File: src/rtl/mem_arbiter.sv
// Two-port arbiter sharing one 128-bit line memory port between I-cache (port 0)
// and D-cache (port 1); one transaction in flight, command latched at grant.
module mem_arbiter #(
    parameter int PRIORITY_MODE = 0,
    parameter int TIMEOUT       = 0,
    parameter int TO_BITS       = 16
) (
    input  logic         clk,
    input  logic         rst_n,
    input  logic         m0_req,
    input  logic         m1_req,
    input  logic         m0_we,
    input  logic         m1_we,
    input  logic [31:0]  m0_addr,
    input  logic [31:0]  m1_addr,
    input  logic [127:0] m0_wdata,
    input  logic [127:0] m1_wdata,
    output logic [127:0] m0_rdata,
    output logic [127:0] m1_rdata,
    output logic         m0_ready,
    output logic         m1_ready,
    output logic         mem_req,
    output logic         mem_we,
    output logic [31:0]  mem_addr,
    output logic [127:0] mem_wdata,
    input  logic [127:0] mem_rdata,
    input  logic         mem_ready,
    output logic         grant_id,
    output logic         busy,
    output logic         timeout_err
);

    typedef enum logic [0:0] {
        IDLE = 1'b0,
        BUSY = 1'b1
    } state_t;

    localparam logic [TO_BITS-1:0] TO_LIM = TO_BITS'(TIMEOUT);
    localparam logic [TO_BITS-1:0] TO_ONE = {{(TO_BITS-1){1'b0}}, 1'b1};

    state_t               state_r;
    state_t               state_nxt_s;
    logic                 grant_s;
    logic                 winner_s;
    logic                 busy_s;
    logic                 hit_s;
    logic                 grant_id_r;
    logic                 last_grant_r;
    logic                 mem_req_r;
    logic                 mem_we_r;
    logic [31:0]          mem_addr_r;
    logic [127:0]         mem_wdata_r;
    logic [TO_BITS-1:0]   to_cnt_r;
    logic [TO_BITS-1:0]   to_cnt_inc_s;
    logic                 timeout_err_r;

    // Round-robin alternates away from the last owner; fixed mode favours the D-cache.
    function automatic logic pick_winner(input logic r0, input logic r1, input logic last);
        logic w;
        if (r0 && r1) begin
            if (PRIORITY_MODE == 1) begin
                w = 1'b1;
            end else begin
                w = ~last;
            end
        end else if (r1) begin
            w = 1'b1;
        end else begin
            w = 1'b0;
        end
        return w;
    endfunction

    // Next-state decode and grant strobe.
    always_comb begin
        state_nxt_s  = state_r;
        grant_s      = 1'b0;
        winner_s     = pick_winner(m0_req, m1_req, last_grant_r);
        to_cnt_inc_s = (&to_cnt_r) ? to_cnt_r : (to_cnt_r + TO_ONE);
        hit_s        = (TIMEOUT != 0) && (to_cnt_inc_s >= TO_LIM);
        case (state_r)
            IDLE: begin
                if (m0_req || m1_req) begin
                    state_nxt_s = BUSY;
                    grant_s     = 1'b1;
                end else begin
                    state_nxt_s = IDLE;
                end
            end
            BUSY: begin
                if (mem_ready) begin
                    state_nxt_s = IDLE;
                end else begin
                    state_nxt_s = BUSY;
                end
            end
            default: begin
                state_nxt_s = IDLE;
            end
        endcase
    end

    // State, grant bookkeeping, timeout counter and sticky error.
    always_ff @(posedge clk or negedge rst_n) begin
        if (!rst_n) begin
            state_r       <= IDLE;
            mem_req_r     <= 1'b0;
            grant_id_r    <= 1'b0;
            last_grant_r  <= 1'b0;
            to_cnt_r      <= '0;
            timeout_err_r <= 1'b0;
        end else begin
            state_r <= state_nxt_s;
            if (grant_s) begin
                mem_req_r    <= 1'b1;
                grant_id_r   <= winner_s;
                last_grant_r <= winner_s;
                to_cnt_r     <= '0;
            end else if (state_r == BUSY) begin
                to_cnt_r <= to_cnt_inc_s;
                if (mem_ready) begin
                    mem_req_r <= 1'b0;
                end else begin
                    mem_req_r <= 1'b1;
                end
                if (hit_s) begin
                    timeout_err_r <= 1'b1;
                end else begin
                    timeout_err_r <= timeout_err_r;
                end
            end else begin
                mem_req_r <= 1'b0;
            end
        end
    end

    // Downstream command is captured once at grant and held through BUSY.
    always_ff @(posedge clk or negedge rst_n) begin
        if (!rst_n) begin
            mem_we_r    <= 1'b0;
            mem_addr_r  <= 32'h0000_0000;
            mem_wdata_r <= '0;
        end else if (grant_s) begin
            mem_we_r    <= winner_s ? m1_we    : m0_we;
            mem_addr_r  <= winner_s ? m1_addr  : m0_addr;
            mem_wdata_r <= winner_s ? m1_wdata : m0_wdata;
        end else begin
            mem_we_r    <= mem_we_r;
            mem_addr_r  <= mem_addr_r;
            mem_wdata_r <= mem_wdata_r;
        end
    end

    assign busy_s      = (state_r == BUSY);
    assign busy        = busy_s;
    assign grant_id    = grant_id_r;
    assign mem_req     = mem_req_r;
    assign mem_we      = mem_we_r;
    assign mem_addr    = mem_addr_r;
    assign mem_wdata   = mem_wdata_r;
    assign timeout_err = timeout_err_r;

    // Completion is passed straight through to the owner only, with no added latency.
    assign m0_ready = mem_ready & busy_s & ~grant_id_r;
    assign m1_ready = mem_ready & busy_s &  grant_id_r;
    assign m0_rdata = (busy_s && !grant_id_r) ? mem_rdata : '0;
    assign m1_rdata = (busy_s &&  grant_id_r) ? mem_rdata : '0;

endmodule

File: config.mk
export PLATFORM = sky130hd
export DESIGN_NAME = mem_arbiter
export DESIGN_NICKNAME = d
export VERILOG_FILES = /design/src/rtl/mem_arbiter.sv
export SDC_FILE = /design/constraint.sdc
export NUM_CORES = 1
export LEC_CHECK = 0
export CAP_MARGIN = 20
export CORE_AREA = 2 2 337 339
export DETAILED_ROUTE_END_ITERATION = 6
export DIE_AREA = 0 0 339 341
export PLACE_DENSITY_LB_ADDON = 0.15
export SLEW_MARGIN = 20
export SYNTH_ARGS = -nofsm -noshare
export SYNTH_HDL_FRONTEND = slang
export SYNTH_SLANG_ARGS = --single-unit
File: constraint.sdc
create_clock -name clk -period 3.77 [get_ports clk]
set_input_delay 0.377 -clock clk [delete_from_list [all_inputs] [get_ports clk]]
set_output_delay 0.377 -clock clk [all_outputs]
set_load 0.03 [all_outputs]
==> results of run 1 <==
## power by group through the flow
stage | Clock, W | Sequential (W) | Combinational, W
2_1_floorplan | 0 | 0.00434 | 0.00362
3_3_place_gp | 0 | 0.00294 | 0.00938
3_5_place_dp | 0 | 0.00297 | 0.00934
4_1_cts | 0.00205 | 0.00294 | 0.00939
5_1_grt | 0.00209 | 0.00303 | 0.00975
6_report | 0.00191 | 0.00292 | 0.00920
## metrics by stage
step / area [µm²] / total power, W / setup WS [ns] / instances
floorplan: 10000 / 0.00796 / 1.89 / 1192
global placement: 20300 / 0.0123 / 0.875 / 3477
detailed placement: 20300 / 0.0123 / 0.768 / 3477
CTS: 20900 / 0.0144 / 0.140 / 3509
global route: 20900 / 0.0149 / 0.0449 / 3510
finish: 20900 / 0.0140 / 0.239 / 3515
## flip-flops by register name, indices dropped and copies added, names as in the netlist
| signal | flops |
|---|---|
| mem_we | 1 |
| mem_addr | 32 |
| last_grant_r | 1 |
| mem_wdata | 128 |
| mem_req | 1 |
## final cells by class
class	instances	share of cell area [%]
Multi-Input combinational cell	911	24.9
Clock buffer	21	2.25
Tap cell	1500	8.97
Sequential cell	163	19.5
Clock inverter	10	0.598
Inverter	1	0.0179
Antenna cell	6	0.0718
Timing Repair Buffer	903	43.7
## cell usage after synthesis (2+ instances only)
cell type  number  share of area [%]
a21oi_1       143                7.2
clkbuf_1       28                1.1
buf_12         10                2.0
nor2_1        162                6.1
and2_1        129                8.1
buf_4          14                1.1
and3_1        129                8.1
clkbuf_2       12               0.60
dfrtp_1       163                 41
a21oi_2       180                 16
nand2_1       161                6.0
buf_2          51                2.6
buf_6           2               0.23
## metal layers
metal	GRT usage (%)	up-vias	wire length, µm
li1	-	5559	-
met1	13.6	5729	28700
met2	24.9	577	42000
met3	6.08	95	7770
met4	2.94	24	1280
met5	0	-	163
## worst max-delay path: stages (launching register included)
cell and delay [ns]:
dfrtp_4 0.70, inv_1 0.18, nor2_4 0.44, buf_12 0.33
and2_1 0.20, clkdlybuf4s50_1 0.70
## worst min path at each step
stage / startpoint / end / slack (ns) / depth (start not counted)
floorplan: rst_n / last_grant_r / 0.08 / 0
global placement: rst_n / mem_wdata[73] / 0.46 / 1
CTS: m0_wdata[107] / mem_wdata[107] / 0.34 / 3
global route: m0_wdata[82] / mem_wdata[82] / 0.38 / 3
detailed placement: rst_n / mem_wdata[76] / 0.46 / 1
finish: m0_wdata[121] / mem_wdata[121] / 0.41 / 3
## cell families (layout without fill, tap and decap cells)
kind of cell | after synthesis | in the layout | share of synthesized area [%]
compound gates | 329 | 329 | 23.4
other cells | 1 | 7 | 0.0375
simple gates | 581 | 581 | 28.3
buf+inv | 118 | 935 | 7.52
flops | 163 | 163 | 40.8
==> results.json, run 1 <==
{
  "status": "finished clean",
  "grt_pass1_vias": 12900,
  "ctsResizeCount": 0,
  "wl_per_cell_um": 22.7,
  "synth_cell_types": 21,
  "rsz0062_at_grt": "false",
  "ys.flop_type": "dfrtp_1",
  "grt_usage_pct": 13.4,
  "skew_ns": 0.0142,
  "layout-drive-gt1-share_pct": 12.2,
  "pwr-share-comb_pct": 65.6,
  "start_kind": "flop",
  "synth_area_per_cell_um2": 8.39,
  "antenna_found_initial": 38,
  "hpwl_um": 64800,
  "worst_skew_pair.late_latency_ns": 0.51,
  "pwr-share-clk_pct": 13.6,
  "dieArea_um2": 116000,
  "die_w_um": 339,
  "ys_async_sr_fraction_pct": 100,
  "netlist_area_um2": 10000,
  "whs_ns": 0.411,
  "cts_buffers": 17,
  "routed_wl_um": 79900,
  "io_pins": 878,
  "maxCapViolations": 0,
  "post-route-drc-count": 0,
  "synth_edf_count": 0,
  "syn_inst": 1192,
  "endpoint": "m0_rdata[102]",
  "place_congestion": 0.879,
  "ys_warn_count": 0,
  "yosysSeqAreaShare_pct": 40.8,
  "hold_buffers": 1,
  "overflow": 0,
  "hold_viol": 0,
  "grt_max_degree": 135,
  "num_vias": 12000,
  "numClockSinks": 163,
  "ys_seq_elements": 163,
  "p_sw_share_pct": 49.2,
  "p_leak_nw": 8.06,
  "cp-end-kind": "output port",
  "io_buffer_count": 876,
  "slew_viol_final": 0,
  "rows": 123,
  "drtPass1Iterations": 5,
  "critPathRequiredTime_ns": 3.39,
  "postCtsSetupBuffers": 0,
  "crit_path_start": "mem_req",
  "clockBufferDepth": 2,
  "r2r_setup_slack_ns": 1.56,
  "initial_core_util_pct": 8.94,
  "cts_tree": "yes",
  "max_freq_mhz": 283,
  "p_sw_w": 0.00690,
  "r2r-end": "mem_wdata[111]",
  "final_common_cell": "clkdlybuf4s50_1",
  "critPathKind": "reg -> out",
  "fill_cells": 12500,
  "dieHeight_um": 341,
  "final_cell_mix": "clkdlybuf4s50_1, a21oi_2, nand2_1, nor2_1, dfrtp_1",
  "arrival_ns": 3.15,
  "antenna_left": 0,
  "layout_min_cycle_time_ns": 3.53,
  "fin_util_pct": 18.7,
  "setup_viol": 0,
  "synth.net_count": 1647,
  "area_delta_synth_final_pct": 109,
  "grt_first_pass_wirelength_um": 109000,
  "core_um2": 112000,
  "via_per_inst": 3.41,
  "internal-power_w": 0.00713,
  "period_share_pct": 93.7,
  "path_clk_slew_ns": 0.08,
  "ctsHtreeMaxLevel": 4,
  "drt_iter0_drc": 531,
  "pwr-share-seq_pct": 20.8,
  "fin_setup_tns_ns": 0,
  "power_density_nw_per_um2": 670,
  "hold_class": "in -> reg",
  "cts-root-buf": "clkbuf_16",
  "vdd_drop_max_v": 0.000308,
  "slew_headroom_pct": 50.5,
  "multi_input_area_um2": 5210,
  "nNetsFinal": 2452,
  "reg2reg_depth": 6,
  "register_area_um2": 4090,
  "tightest_slew_ns": 0.742,
  "worstPathMaxFanout": 105,
  "r2r-start": "last_grant_r"
}
Note: power is estimated with default switching activity, not from simulation.
==> run 2, diff against run 1 <==
--- a/config.mk
+++ b/config.mk
@@ -7,6 +7,7 @@
 export LEC_CHECK = 0
 export CAP_MARGIN = 20
 export CORE_AREA = 2 2 337 339
+export CTS_BUF_LIST = sky130_fd_sc_hd__clkbuf_4 sky130_fd_sc_hd__clkbuf_8 sky130_fd_sc_hd__clkbuf_16
 export DETAILED_ROUTE_END_ITERATION = 6
 export DIE_AREA = 0 0 339 341
 export PLACE_DENSITY_LB_ADDON = 0.15
==> run 2 against run 1 <==
Effect of this change: register-to-register slack about the same; non-clock buffer count unchanged; critical endpoint unchanged; sequential power about the same; largest cell class unchanged; wire length about the same; fmax about the same.
==> results.json, run 2 (synthesis gave the netlist of run 1 again) <==
{
  "status": "finished clean",
  "rows": 123,
  "cts_tree": "yes",
  "slew_viol_final": 0,
  "ctsResizeCount": 0,
  "critPathRequiredTime_ns": 3.39,
  "place_congestion": 0.879,
  "hold_buffers": 1,
  "cts_buffers": 17,
  "p_leak_nw": 8.06,
  "period_share_pct": 93.7,
  "grt_usage_pct": 13.4,
  "fin_util_pct": 18.7,
  "vdd_drop_max_v": 0.000308,
  "arrival_ns": 3.15,
  "nNetsFinal": 2452,
  "overflow": 0,
  "setup_viol": 0,
  "final_cell_area_um2": 20900,
  "core_um2": 112000,
  "post-route-drc-count": 0,
  "ctsHtreeMaxLevel": 4,
  "skew_ns": 0.0142,
  "dpl_cell_area_um2": 20300,
  "layout_min_cycle_time_ns": 3.53,
  "worst_skew_pair.late_latency_ns": 0.51,
  "hpwl_um": 64800,
  "power_density_nw_per_um2": 671,
  "hold_class": "in -> reg",
  "max_freq_mhz": 283,
  "die_w_um": 339,
  "hold_viol": 0,
  "grt_first_pass_wirelength_um": 109000,
  "cp-end-kind": "output port",
  "slew_headroom_pct": 50.5,
  "antenna_found_initial": 38,
  "drtPass1Iterations": 5,
  "register_area_um2": 4090,
  "io_buffer_count": 876,
  "worstPathMaxFanout": 105,
  "grt_pass1_vias": 12900,
  "area_delta_synth_final_pct": 109,
  "final_cell_mix": "clkdlybuf4s50_1, a21oi_2, nand2_1, nor2_1, dfrtp_1",
  "num_vias": 12000,
  "grt_max_degree": 135,
  "io_pins": 878,
  "via_per_inst": 3.41,
  "postCtsSetupBuffers": 0,
  "critPathKind": "reg -> out",
  "layout-drive-gt1-share_pct": 12.3,
  "routed_wl_um": 79900,
  "drt_iter0_drc": 530,
  "final_common_cell": "clkdlybuf4s50_1",
  "cts-root-buf": "clkbuf_16",
  "wl_per_cell_um": 22.7,
  "clockBufferDepth": 2,
  "fill_cells": 12500,
  "start_kind": "flop",
  "antenna_left": 0,
  "maxCapViolations": 0,
  "path_clk_slew_ns": 0.08,
  "rsz0062_at_grt": "false",
  "initial_core_util_pct": 8.94,
  "tightest_slew_ns": 0.742,
  "finalPower_w": 0.0140,
  "dieArea_um2": 116000,
  "numClockSinks": 163,
  "fin_setup_tns_ns": 0,
  "dieHeight_um": 341,
  "largest_reg_flops": 128,
  "multi_input_area_um2": 5210
}
run 2: changes by cell type in the layout (fill, tap and decap cells not counted):
cell      delta
clkbuf_1     -1
clkbuf_4     +1
run 2: path summary, 6_finish.rpt:
path	startpoint	end	slack, ns	cells after the start
setup / recovery	mem_req	m0_rdata[102]	0.24	5
hold / removal	m0_wdata[121]	mem_wdata[121]	0.41	3
setup reg to reg	last_grant_r	mem_wdata[111]	1.56	6
hold reg to reg	mem_wdata[69]	mem_wdata[69]	0.51	2
max in group asynchronous	rst_n	mem_addr[5]	2.45	3
min in group asynchronous	rst_n	mem_wdata[75]	0.42	2
run 2: cell type report:
class / instances / share of cell area (%)
multi-input combinational: 911 / 24.9
antenna: 6 / 0.0717
clock inverter: 10 / 0.598
inverter: 1 / 0.0179
timing repair buffer: 903 / 43.7
sequential: 163 / 19.5
clock buffer: 21 / 2.27
tap: 1500 / 8.97
run 2: critical path, cell delays in order (launching register included):
cell	delay, ns
dfrtp_4	0.70
inv_1	0.18
nor2_4	0.44
buf_12	0.33
and2_1	0.20
clkdlybuf4s50_1	0.70
run 2: report_power, final:
part           leakage, nW  switching, W  internal [W]
registers             1.82      0.000442       0.00248
clock network        0.299      0.000881       0.00104
logic                 5.94       0.00558       0.00362
total                 8.06       0.00690       0.00713
run 2: routing by layer:
metal | share of wire [%] | wire length (µm) | track usage (%) | vias up
li1 | - | - | - | 5559
met1 | 36 | 28700 | 13.6 | 5728
met2 | 53 | 42000 | 24.9 | 577
met3 | 9.7 | 7770 | 6.08 | 95
met4 | 1.6 | 1280 | 2.94 | 24
met5 | 0.20 | 163 | 0 | -
run 2: metrics by stage:
stage                     hold slack, ns  cells  worst slack, ns
after CTS                          0.339   3509            0.140
after detailed placement           0.457   3477            0.768
after global routing               0.376   3510           0.0449
final                              0.411   3515            0.239
after floorplan                   0.0814   1192             1.89
after global placement             0.464   3477            0.875
==> run 3, diff against run 2 <==
--- a/config.mk
+++ b/config.mk
@@ -6,10 +6,12 @@
 export NUM_CORES = 1
 export LEC_CHECK = 0
 export CAP_MARGIN = 20
-export CORE_AREA = 2 2 337 339
+export CELL_PAD_IN_SITES_DETAIL_PLACEMENT = 1
+export CELL_PAD_IN_SITES_GLOBAL_PLACEMENT = 1
+export CORE_AREA = 2 2 338 340
 export CTS_BUF_LIST = sky130_fd_sc_hd__clkbuf_4 sky130_fd_sc_hd__clkbuf_8 sky130_fd_sc_hd__clkbuf_16
 export DETAILED_ROUTE_END_ITERATION = 6
-export DIE_AREA = 0 0 339 341
+export DIE_AREA = 0 0 340 342
 export PLACE_DENSITY_LB_ADDON = 0.15
 export SLEW_MARGIN = 20
 export SYNTH_ARGS = -nofsm -noshare
==> run 3 against run 2 <==
Effect of this change: fmax increased by 4.7%; sequential power hardly changed; wire length decreased by 4.0%; largest cell class unchanged; flip-flop and latch count unchanged; worst setup slack improved by 0.16 ns; clock skew is 0.0029 ns higher; first-iteration DRC count down 39%; combinational power rose by 0.4%; sequential share of layout area down 0.081 points; critical path depth shrank 2; highest routed layer unchanged; hold slack improved by 0.016 ns.
==> results.json, run 3 (synthesis gave the netlist of run 1 again) <==
{
  "hold_class": "in -> reg",
  "nNetsFinal": 2461,
  "slew_headroom_pct": 29.3,
  "dieArea_um2": 116000,
  "power_density_nw_per_um2": 668,
  "routed_wl_um": 76700,
  "antenna_found_initial": 39,
  "overflow": 0,
  "final_common_cell": "clkdlybuf4s50_1",
  "vdd_drop_max_v": 0.000350,
  "cp-end-kind": "output port",
  "largest_reg_flops": 128,
  "via_per_inst": 3.41,
  "clockBufferDepth": 2,
  "cts-root-buf": "clkbuf_16",
  "initial_core_util_pct": 8.84,
  "final_cell_area_um2": 21000,
  "grt_first_pass_wirelength_um": 106000,
  "critPathRequiredTime_ns": 3.39,
  "rows": 124,
  "start_kind": "flop",
  "grt_pass1_vias": 13200,
  "slew_viol_final": 0,
  "io_pins": 878,
  "area_delta_synth_final_pct": 110,
  "hold_viol": 0,
  "period_share_pct": 89.5,
  "num_vias": 12100,
  "dieHeight_um": 342,
  "antenna_left": 0,
  "final_cell_mix": "clkdlybuf4s50_1, a21oi_2, nand2_1, nor2_1, dfrtp_1",
  "cts_tree": "yes",
  "skew_ns": 0.0172,
  "fin_setup_tns_ns": 0,
  "arrival_ns": 3.00,
  "cp_slowest_cell": "buf_4",
  "tightest_slew_ns": 1.06,
  "io_buffer_count": 876,
  "numClockSinks": 163,
  "worstPathMaxFanout": 114,
  "core_um2": 113000,
  "hpwl_um": 61600,
  "layout_min_cycle_time_ns": 3.37,
  "critPathKind": "reg -> out",
  "p_leak_nw": 8.09,
  "max_freq_mhz": 297,
  "drt_iter0_drc": 322,
  "dpl_cell_area_um2": 20400,
  "wl_per_cell_um": 21.6,
  "setup_viol": 0,
  "path_clk_slew_ns": 0.08,
  "slowest_delay_ns": 0.76,
  "grt_max_degree": 134,
  "maxCapViolations": 0,
  "worst_skew_pair.late_latency_ns": 0.49,
  "post-route-drc-count": 0,
  "die_w_um": 340,
  "place_congestion": 0.807,
  "drtPass1Iterations": 7,
  "crit_path_cell_trace": "buf_4 -> and3_1 -> clkdlybuf4s50_1",
  "layout-drive-gt1-share_pct": 12.6,
  "ctsHtreeMaxLevel": 4,
  "rsz0062_at_grt": "false",
  "cts_buffers": 17,
  "grt_usage_pct": 12.8,
  "status": "finished clean"
}
==> run 3: cell count changes in the layout (fill, tap and decap cells not counted), sizes merged <==
cell           change
clkdlybuf4s50      +2
clkbuf             -1
buf                +7
bufinv             -1
inv                +5
diode             +11
clkinv             -2
==> run 3: layout make-up <==
type | instances | area (µm²)
inverter | 1 | 3.75
multi-input combinational | 911 | 5210
antenna | 17 | 42.5
clock inverter | 12 | 120
fill | 13200 | 92100
tap | 1512 | 1890
timing repair buffer | 912 | 9210
sequential | 163 | 4090
clock buffer | 20 | 448
==> run 3: worst paths after layout <==
path / startpoint / endpoint / slack [ns] / cells after the start
worst min-delay path: m0_addr[19] / mem_addr[19] / 0.43 / 3
worst min register to register: mem_wdata[63] / mem_wdata[63] / 0.52 / 2
worst max-delay path: last_grant_r / m1_rdata[25] / 0.40 / 3
max in group asynchronous: rst_n / mem_wdata[104] / 2.30 / 3
min in group asynchronous: rst_n / mem_wdata[69] / 0.55 / 2
worst max register to register: mem_req / mem_addr[12] / 1.38 / 6
==> run 3: through the flow <==
step           util, %  instances  worst slack [ns]  hold WS, ns  power, W
3_3_place_gp      18.0       3498              1.04        0.498    0.0123
4_1_cts           18.5       3531             0.374        0.367    0.0144
6_report          18.6       3548             0.398        0.427    0.0140
2_1_floorplan        -       1192              1.89       0.0814   0.00796
5_1_grt           18.6       3537             0.223        0.385    0.0149
3_5_place_dp      18.0       3498             0.953        0.509    0.0124
==> run 3: layer usage <==
| metal | vias up | GRT usage (%) | routed length [µm] |
|---|---|---|---|
| met3 | 72 | 5.69 | 6880 |
| met5 | - | 0 | 116 |
| met1 | 5881 | 14.0 | 29800 |
| met2 | 524 | 22.6 | 38800 |
| met4 | 20 | 2.83 | 1140 |
| li1 | 5608 | - | - |
==> run 3: timing repair <==
| item | 4_1_cts | 5_1_grt |
|---|---|---|
| gates resized for setup | 0 | 0 |
| endpoints found under the hold margin | 31 | 0 |
| buffers inserted | 0 | 0 |
| hold buffers | 1 | 0 |
==> run 3: where the power goes <==
group / internal [W] / switching, W / total, W
combinational: 0.00365 / 0.00559 / 0.00924
clock: 0.000949 / 0.000913 / 0.00186
sequential: 0.00248 / 0.000462 / 0.00294
==> run 3: critical path, delay by kind of cell (launching register included) <==
kind | cells | cell delay, ns
AND/OR/NAND/NOR | 1 | 0.31
flip-flops | 1 | 0.59
buffers and inverters | 2 | 1.45
